$ cat config.mk
export PLATFORM = sky130hd
export DESIGN_NAME = fifo_level
export DESIGN_NICKNAME = d
export VERILOG_FILES = /design/src/rtl/fifo_pkg.sv /design/src/rtl/fifo_level_chk.sv /design/src/rtl/fifo_level_mem.sv /design/src/rtl/fifo_level.sv
export SDC_FILE = /design/constraint.sdc
export NUM_CORES = 1
export LEC_CHECK = 0
export CAP_MARGIN = 40
export CORE_AREA = 3 3 140 108
export CTS_CLUSTER_SIZE = 14
export DETAILED_ROUTE_END_ITERATION = 10
export DIE_AREA = 0 0 143 111
export GPL_TIMING_DRIVEN = 0
export REMOVE_ABC_BUFFERS = 1
export SLEW_MARGIN = 15
export SYNTH_ARGS = -nofsm -noshare
export SYNTH_HDL_FRONTEND = slang
export SYNTH_SLANG_ARGS = --single-unit
$ cat constraint.sdc
create_clock -name clk_i -period 3.1 [get_ports clk_i]
set_input_delay 0.93 -clock clk_i [delete_from_list [all_inputs] [get_ports clk_i]]
set_output_delay 0.93 -clock clk_i [all_outputs]
set_load 0.01 [all_outputs]
$ cat src/rtl/fifo_pkg.sv
// Shared types and helpers for the fifo_level buffer and any CSR wrapper
// that exposes its status.
package fifo_pkg;

   typedef struct packed {
      logic overflow;
      logic underflow;
      logic almost_full;
      logic almost_empty;
      logic full;
      logic empty;
   } fifo_status_t;

   // Occupancy runs 0..DEPTH inclusive, so it needs one bit more than the address.
   function automatic int level_width(input int addr_width);
      return addr_width + 1;
   endfunction

endpackage

$ cat src/rtl/fifo_level_chk.sv
// Static and run-time consistency checks for fifo_level; no logic, only assertions.
module fifo_level_chk
   import fifo_pkg::*;
#(
   parameter int ADDR_WIDTH = 4,
   parameter int AF_THRESH  = (2 ** ADDR_WIDTH) - 2,
   parameter int AE_THRESH  = 1
) (
   input logic                              clk_i,
   input logic                              rst_i,
   input logic [level_width(ADDR_WIDTH)-1:0] level_i,
   input logic                              full_i,
   input logic                              empty_i
);

   localparam int DEPTH = 2 ** ADDR_WIDTH;
   localparam int LW    = level_width(ADDR_WIDTH);
   localparam logic [LW-1:0] DEPTH_LVL = LW'(DEPTH);

   generate
      if (!((AE_THRESH < AF_THRESH) && (AF_THRESH <= DEPTH))) begin : g_bad_thresh
         $error("fifo_level: thresholds must satisfy AE_THRESH < AF_THRESH <= DEPTH");
      end
   endgenerate

   a_level_range : assert property (@(posedge clk_i) disable iff (rst_i) level_i <= DEPTH_LVL);
   a_full_empty  : assert property (@(posedge clk_i) disable iff (rst_i) !(full_i && empty_i));

endmodule

$ cat src/rtl/fifo_level_mem.sv
// DEPTH x DATA_WIDTH register array: one synchronous write port, one asynchronous read port.
module fifo_level_mem
   import fifo_pkg::*;
#(
   parameter int DATA_WIDTH = 8,
   parameter int ADDR_WIDTH = 4
) (
   input  logic                  clk_i,
   input  logic                  we_i,
   input  logic [ADDR_WIDTH-1:0] waddr_i,
   input  logic [DATA_WIDTH-1:0] wdata_i,
   input  logic [ADDR_WIDTH-1:0] raddr_i,
   output logic [DATA_WIDTH-1:0] rdata_o
);

   logic [DATA_WIDTH-1:0] mem_r [2 ** ADDR_WIDTH];

   // Storage write port; contents are deliberately never reset or flushed
   always_ff @(posedge clk_i) begin
      if (we_i) begin
         mem_r[waddr_i] <= wdata_i;
      end
   end

   assign rdata_o = mem_r[raddr_i];

endmodule

$ cat src/rtl/fifo_level.sv
// Synchronous FIFO with occupancy, threshold flags, sticky error flags,
// flush, and either first-word-fall-through or registered read data.
module fifo_level
   import fifo_pkg::*;
#(
   parameter int DATA_WIDTH = 8,
   parameter int ADDR_WIDTH = 4,
   parameter int FWFT       = 0,
   parameter int AF_THRESH  = (2 ** ADDR_WIDTH) - 2,
   parameter int AE_THRESH  = 1
) (
   input  logic                                clk_i,
   input  logic                                rst_i,
   input  logic                                clear_i,
   input  logic                                wr_i,
   input  logic [DATA_WIDTH-1:0]               w_data_i,
   input  logic                                rd_i,
   output logic [DATA_WIDTH-1:0]               r_data_o,
   output logic                                empty_o,
   output logic                                full_o,
   output logic                                almost_empty_o,
   output logic                                almost_full_o,
   output logic [level_width(ADDR_WIDTH)-1:0]  level_o,
   output logic                                overflow_o,
   output logic                                underflow_o
);

   localparam int DEPTH = 2 ** ADDR_WIDTH;
   localparam int LW    = level_width(ADDR_WIDTH);
   localparam logic [LW-1:0] DEPTH_LVL = LW'(DEPTH);
   localparam logic [LW-1:0] AF_LVL    = LW'(AF_THRESH);
   localparam logic [LW-1:0] AE_LVL    = LW'(AE_THRESH);

   logic [ADDR_WIDTH-1:0] wr_ptr_r;
   logic [ADDR_WIDTH-1:0] rd_ptr_r;
   logic [LW-1:0]         level_r;
   logic [LW-1:0]         level_nxt_s;
   logic                  overflow_r;
   logic                  underflow_r;
   logic                  wr_acc_s;
   logic                  rd_acc_s;
   logic [DATA_WIDTH-1:0] head_s;
   fifo_status_t          status_s;

   fifo_level_mem #(
      .DATA_WIDTH (DATA_WIDTH),
      .ADDR_WIDTH (ADDR_WIDTH)
   ) u_mem (
      .clk_i   (clk_i),
      .we_i    (wr_acc_s),
      .waddr_i (wr_ptr_r),
      .wdata_i (w_data_i),
      .raddr_i (rd_ptr_r),
      .rdata_o (head_s)
   );

   // Flags come from the level register alone so they never glitch with rd_i/wr_i
   assign status_s.empty        = (level_r == {LW{1'b0}});
   assign status_s.full         = (level_r == DEPTH_LVL);
   assign status_s.almost_empty = (level_r <= AE_LVL);
   assign status_s.almost_full  = (level_r >= AF_LVL);
   assign status_s.overflow     = overflow_r;
   assign status_s.underflow    = underflow_r;

   assign empty_o        = status_s.empty;
   assign full_o         = status_s.full;
   assign almost_empty_o = status_s.almost_empty;
   assign almost_full_o  = status_s.almost_full;
   assign overflow_o     = status_s.overflow;
   assign underflow_o    = status_s.underflow;
   assign level_o        = level_r;

   // Accept decode and next occupancy; a full write rides on a same-cycle read
   always_comb begin
      rd_acc_s    = 1'b0;
      wr_acc_s    = 1'b0;
      level_nxt_s = level_r;
      if (!rst_i && !clear_i) begin
         rd_acc_s = rd_i && !status_s.empty;
         wr_acc_s = wr_i && (!status_s.full || rd_acc_s);
      end else begin
         rd_acc_s = 1'b0;
         wr_acc_s = 1'b0;
      end
      case ({wr_acc_s, rd_acc_s})
         2'b10:   level_nxt_s = level_r + LW'(1);
         2'b01:   level_nxt_s = level_r - LW'(1);
         default: level_nxt_s = level_r;
      endcase
   end

   // Pointers, occupancy and sticky error flags
   always_ff @(posedge clk_i) begin
      if (rst_i || clear_i) begin
         wr_ptr_r    <= {ADDR_WIDTH{1'b0}};
         rd_ptr_r    <= {ADDR_WIDTH{1'b0}};
         level_r     <= {LW{1'b0}};
         overflow_r  <= 1'b0;
         underflow_r <= 1'b0;
      end else begin
         if (wr_acc_s) begin
            wr_ptr_r <= wr_ptr_r + ADDR_WIDTH'(1);
         end
         if (rd_acc_s) begin
            rd_ptr_r <= rd_ptr_r + ADDR_WIDTH'(1);
         end
         level_r <= level_nxt_s;
         if (wr_i && !wr_acc_s) begin
            overflow_r <= 1'b1;
         end
         if (rd_i && !rd_acc_s) begin
            underflow_r <= 1'b1;
         end
      end
   end

   generate
      if (FWFT != 0) begin : g_fwft
         logic seen_wr_r;

         // Storage is not reset, so mask the head to zero until something is written
         always_ff @(posedge clk_i) begin
            if (rst_i) begin
               seen_wr_r <= 1'b0;
            end else if (wr_acc_s) begin
               seen_wr_r <= 1'b1;
            end
         end

         assign r_data_o = seen_wr_r ? head_s : {DATA_WIDTH{1'b0}};
      end else begin : g_reg_rd
         logic [DATA_WIDTH-1:0] r_data_r;

         // Registered read data: loads on an accepted read, otherwise holds (also across flush)
         always_ff @(posedge clk_i) begin
            if (rst_i) begin
               r_data_r <= {DATA_WIDTH{1'b0}};
            end else if (rd_acc_s) begin
               r_data_r <= head_s;
            end
         end

         assign r_data_o = r_data_r;
      end
   endgenerate

   fifo_level_chk #(
      .ADDR_WIDTH (ADDR_WIDTH),
      .AF_THRESH  (AF_THRESH),
      .AE_THRESH  (AE_THRESH)
   ) u_chk (
      .clk_i   (clk_i),
      .rst_i   (rst_i),
      .level_i (level_r),
      .full_i  (status_s.full),
      .empty_i (status_s.empty)
   );

endmodule
Word level (Yosys, flattened, before mapping)
Memory sizes are Yosys's and may differ from the RTL's. A register that Yosys moved wholly into a read port is not among the register bits.
Index checks and enable logic that the tools add are counted.

word-level totals
  register bits after elaboration = 15
  bits in latches = 0
  bits in writable memories = 128
  ROM bits = 0
  input port bits = 13
  output and inout bits = 19
  word-level logic and storage cells = 35
  memories kept = 1

memory list
  memory       words  bits a word  read ports  clocked after memory_dff  write ports  line                  RTL
  u_mem.mem_r  16     8            1           1                         1            fifo_level_mem.sv:16  logic [DATA_WIDTH-1:0] mem_r [2 ** ADDR_WIDTH];

operators by class
  $add $sub $neg = 4
  multipliers = 0
  divide/modulo/power cells = 0
  $lt $le $gt $ge = 2
  equality and inequality tests = 3
  shifts and indexed selects = 0
  mux-type cells = 5
  bitwise operators = 0
  reduce and logical (&&, ||, !) cells = 15

operators by type and width
  operator                                                                             count
  5-bit case mux with 2 select lines                                                   1
  4-bit by 1-bit adder with 4-bit output, second input constant                        2
  1-bit zero test                                                                      6
  5-bit by 1-bit adder with 5-bit output, second input constant                        1
  5-bit == test, second input constant                                                 1
  5-bit by 4-bit greater-or-equal comparator with 1-bit output, second input constant  1
  5-bit by 1-bit <= comparator with 1-bit output, second input constant                1
  1-bit logical AND                                                                    5
  5-bit zero test                                                                      1
  5-bit by 1-bit subtractor with 5-bit output, second input constant                   1
  1-bit two-way mux                                                                    4
  2-bit by 1-bit == test with 1-bit output, second input constant                      1
  2-bit == test, second input constant                                                 1
  1-bit logical OR                                                                     2
  2-bit nonzero test                                                                   1

Logic depth before layout (Yosys ltp)
  depth in word-level cells = 8
  mapped depth = 12
  depth with buffers taken out = 11

Modules after synthesis
From an unflattened synthesis, not the netlist that was laid out.

second synthesis, totals
  cell total of the unflattened synthesis = 358
  area total of the unflattened synthesis = 6259.8 µm²

modules (own cells, without submodules)
  module          times used  cells an instance  area an instance (µm²)  sequential area each (µm²)
  fifo_level_mem  1           221                4987.3                  3843.7
  fifo_level      1           137                1272.5                  460.4

Worst setup path after synthesis
OpenSTA, ideal clock, no wires.

  path kind = input -> register
  start point = in clear_i
  end point = reg level_r[3], in the netlist level_o[3]
  setup time = 0.128 ns
  data arrival time = 2.853 ns
  data required time = 2.972 ns
  slack = 0.119 ns
  stages = 9
  buffers on the path = 2
  cells stage by stage = or2_2 -> clkbuf_1 -> clkbuf_1 -> nor2_1 -> ha_1 -> or4b_2 -> a21oi_1 -> xnor2_1 -> nor2_1

between the ends
  longest elaborated chain between the ends = 5
  elaborated cells between the ends (all ways) = 9
  classes of those cells = 2 x eq/ne; 3 x mux; 4 x reduce/logical

RTL lines
  element                                                                           line               RTL
  from (decl)                                                                       fifo_level.sv:14   input logic clear_i,
  1-bit zero test *                                                                 fifo_level.sv:78   if (!rst_i && !clear_i) begin
  1-bit logical AND *                                                               fifo_level.sv:78
  1-bit two-way mux *                                                               fifo_level.sv:78
  via rd_acc_s                                                                      fifo_level.sv:41   logic rd_acc_s;
  2-bit by 1-bit == test with 1-bit output / 2-bit == test (equally long branches)  fifo_level.sv:85   case ({wr_acc_s, rd_acc_s})
  5-bit case mux with 2 select lines / 2-bit nonzero test (equally long branches)   --
  to (signal assigned)                                                              fifo_level.sv:97   level_r <= {LW{1'b0}};
  to (signal assigned)                                                              fifo_level.sv:107  level_r <= level_nxt_s;
  to (decl)                                                                         fifo_level.sv:36   logic [LW-1:0] level_r;

Mark *: on every way through the listed nets, which the timed path passes. The rest lies on a longest branch.
A chain may end at the register's enable or synchronous reset.

Worst setup path after layout
  start point = in rst_i
  end point = reg level_r[3], in the netlist level_o[3]

between the ends
  longest elaborated chain between the ends = 5
  elaborated cells between the ends (all ways) = 9
  classes of those cells = 2 x eq/ne; 3 x mux; 4 x reduce/logical

RTL lines
  element                                                                           line              RTL
  from (decl)                                                                       fifo_level.sv:13  input logic rst_i,
  1-bit zero test *                                                                 fifo_level.sv:78
  1-bit logical AND *                                                               fifo_level.sv:78
  1-bit two-way mux *                                                               fifo_level.sv:78
  via rd_acc_s                                                                      fifo_level.sv:41
  2-bit by 1-bit == test with 1-bit output / 2-bit == test (equally long branches)  fifo_level.sv:85
  5-bit case mux with 2 select lines / 2-bit nonzero test (equally long branches)   --

Marked as above.

==> impl_metrics.tcl <==
set metrics [dict create \
    clk_path_buf_depth 2 \
    ys_types 38 \
    synth_edf_count 128 \
    clkSinkCount 151 \
    yosys.area_share.adder_pct 2.226 \
    place_area_sq_um 6750 \
    wl_microns 13000 \
    dp.cells 554 \
    drv_slew 0 \
    holdBufCountCts 0 \
    ir_worst_vdd_mv 0.4138 \
    fp-row-count 37 \
    yosysMostFrequentCell "edfxtp_1" \
    wl_per_cell_microns 22.10 \
    power_density_nw_per_um2 615.7 \
    sw_frac_of_total_pct 18.45 \
    hp-class "reg2reg" \
    syn_inst 356 \
    critPathKind "in2reg" \
    combPwrFrac_pct 2.6 \
    grt_usage_pct 17.30 \
    p_clk_share_pct 49.4 \
    tightest_slew_ps 641.7 \
    netSwitchingPower_uw 849.5 \
    layout-drive-gt1-share_pct 25.67 \
    crit_arrival_ps 3310 \
    ys_warn_count 0 \
    setup_viol 0 \
    synth_area_leaders "edfxtp_1 62%, mux4_2 12%, dfxtp_1 7.4%, ha_1 2.2%, nor2_1 2.1%" \
    design.core.area_sq_um 13750 \
    fin_crit_sh_pct 97.23 \
    seq_power_share_pct 48.1 \
    synth_top_area_share_pct 62.16 \
    dpl.hpwl_microns 8140 \
    synth_compound_area_share_pct 2.853 \
    grt_start_max_net_pins 28 \
    gp_congestion 0.8043 \
    synth-simple-area-share_pct 7.851 \
    slew-limit-headroom_pct 57.18 \
    fmax_mhz 331.8 \
    drt_iter0_markers 225 \
    p_leak_nw 2.475 \
    drc 0 \
    drv_cap 0 \
    layout.nets 424 \
    avgSynthCellArea_sq_um 17.37 \
    stdcell_count 588 \
    end_kind "flop" \
    clock_skew_ps 7.895 \
    fp.dieArea_sq_um 15870 \
    hold_viol_final 0 \
    die_x_microns 143 \
    die_h_microns 111 \
    path_clk_slew_ps 60 \
    synth-seq-area-share_pct 69.61 \
    cts_tree "yes" \
    synth-xor-area-share_pct 1.416 \
    htree_levels 4 \
    cts-root-buf "clkbuf_16" \
    drtPass1Iterations 5 \
    antenna_found_initial 0 \
    final_area_sq_um 7481 \
    antennaDiodeCount 0 \
    dr_total_vias 3244 \
    grt_overflow 0 \
    grt_pass1_wl_microns 20020 \
    synthMuxAreaShare_pct 13.27 \
    clk_latency_ps 410 \
    yosys.area.top_type "edfxtp_1" \
    ys_top_cells_by_count "128 x edfxtp_1, 35 x nor2_1, 32 x mux4_2" \
    start_util_pct 44.97 \
    outcome "completed" \
    synth_top_family_by_area "multiplexers" \
    crit_fanout 17 \
    ys.flop_type "edfxtp_1" \
    rsz0062_at_grt "no" \
    period_needed_ps 3014 \
    vias_per_cell 5.517 \
    syn_to_final_growth_pct 20.98 \
    grt_pass1_vias 3312 \
    synth_seq_cells 151 \
    cp-start-kind "input pin" \
    io_buffers 31 \
    cp.required_ps 3400 \
    postSynth.asyncResetShare_pct 0 \
    synth_area_sq_um 6183 \
    p_int_mw 3.756 \
    cts_buffers 17 \
    antenna_left 0 \
    io_pins 32 \
]
-- power groups by stage --
stage | combinational [mW] | sequential, mW | clock (mW)
2_1_floorplan | 0.0407 | 2.26 | 0
3_3_place_gp | 0.104 | 2.26 | 0
3_5_place_dp | 0.113 | 2.26 | 0
4_1_cts | 0.118 | 2.21 | 2.32
5_1_grt | 0.128 | 2.21 | 2.41
6_report | 0.118 | 2.21 | 2.27
-- stage by stage --
stage | utilization [%] | setup TNS, ps | hold WS (ps) | setup WS, ps | total power, mW
floorplan | - | 0 | 502.2 | 221.9 | 2.299
global placement | 47.85 | -91740 | 441.2 | -1178 | 2.362
detailed placement | 49.09 | -64080 | 455.0 | -793.8 | 2.370
CTS | 54.35 | 0 | 464.3 | 22.37 | 4.652
global route | 54.41 | 0 | 493.5 | 37.91 | 4.754
finish | 54.41 | 0 | 460.8 | 85.81 | 4.606
-- critical path, stage by stage --
cell	delay, ps
clkdlybuf4s50_1	540
or2_4	380
nor2_2	200
ha_2	280
or4b_2	600
a21oi_1	190
xnor2_1	140
nor2_1	50
-- placed cells by master (no fill, tap or decap), drive strengths merged, types with 10 or more instances in the layout --
master / Yosys / final
ha: 11 / 11
dfxtp: 23 / 23
inv: 10 / 11
nand2: 14 / 14
nand4b: 10 / 10
nor2: 35 / 35
edfxtp: 128 / 128
clkbuf: 8 / 18
mux2i: 10 / 10
mux4: 32 / 32
clkdlybuf4s50: 0 / 29
buf: 13 / 14
-- final timing paths --
kind | end | start | slack [ps] | depth (start not counted)
max | level_o[3]$_SDFFE_PN0P_ | rst_i | 90 | 8
min | r_data_o[0]$_SDFFE_PP0P_ | r_data_o[0]$_SDFFE_PP0P_ | 460 | 1
max reg2reg | level_o[3]$_SDFFE_PN0P_ | level_o[0]$_SDFFE_PN0P_ | 240 | 11
min reg2reg | r_data_o[0]$_SDFFE_PP0P_ | r_data_o[0]$_SDFFE_PP0P_ | 460 | 1
-- per-layer routing --
layer	track usage, %	part of all wire (%)	vias to the layer above
met5	0	0	-
met4	5.763	0.68	0
met3	4.442	4.9	8
met2	25.28	47	68
met1	25.36	48	1675
li1	-	-	1493
-- flip-flops by register name, summed over array words and instances (netlist names) --
name         cells
u_mem.mem_r    128
r_data_o         8
level_o          5
rd_ptr_r         4
wr_ptr_r         4
overflow_o       1
underflow_o      1
-- timing repair --
item | in CTS | in global routing
setup endpoints to repair | 86 | 1
gates cloned | 1 | 0
gates resized for setup | 18 | 3
setup buffers | 1 | 0
-- cell type report --
type | count | area, sq um
Clock buffer | 18 | 429.2
Clock inverter | 14 | 229.0
Fill cell | 1066 | 6269
Inverter | 10 | 37.54
Multi-Input combinational cell | 175 | 1798
Sequential cell | 151 | 4310
Tap cell | 175 | 219.0
Timing Repair Buffer | 45 | 457.9
-- cells by family after synthesis --
kind of cell             count (synthesis)
AND/OR/NAND/NOR                         88
XOR/XNOR                                10
flip-flops                             151
buffers and inverters                   31
AO/OA/AOI/OAI                           23
multiplexers                            42
adder cells (fa/ha/maj)                 11
No activity file was read; power rests on OpenSTA's default activity.
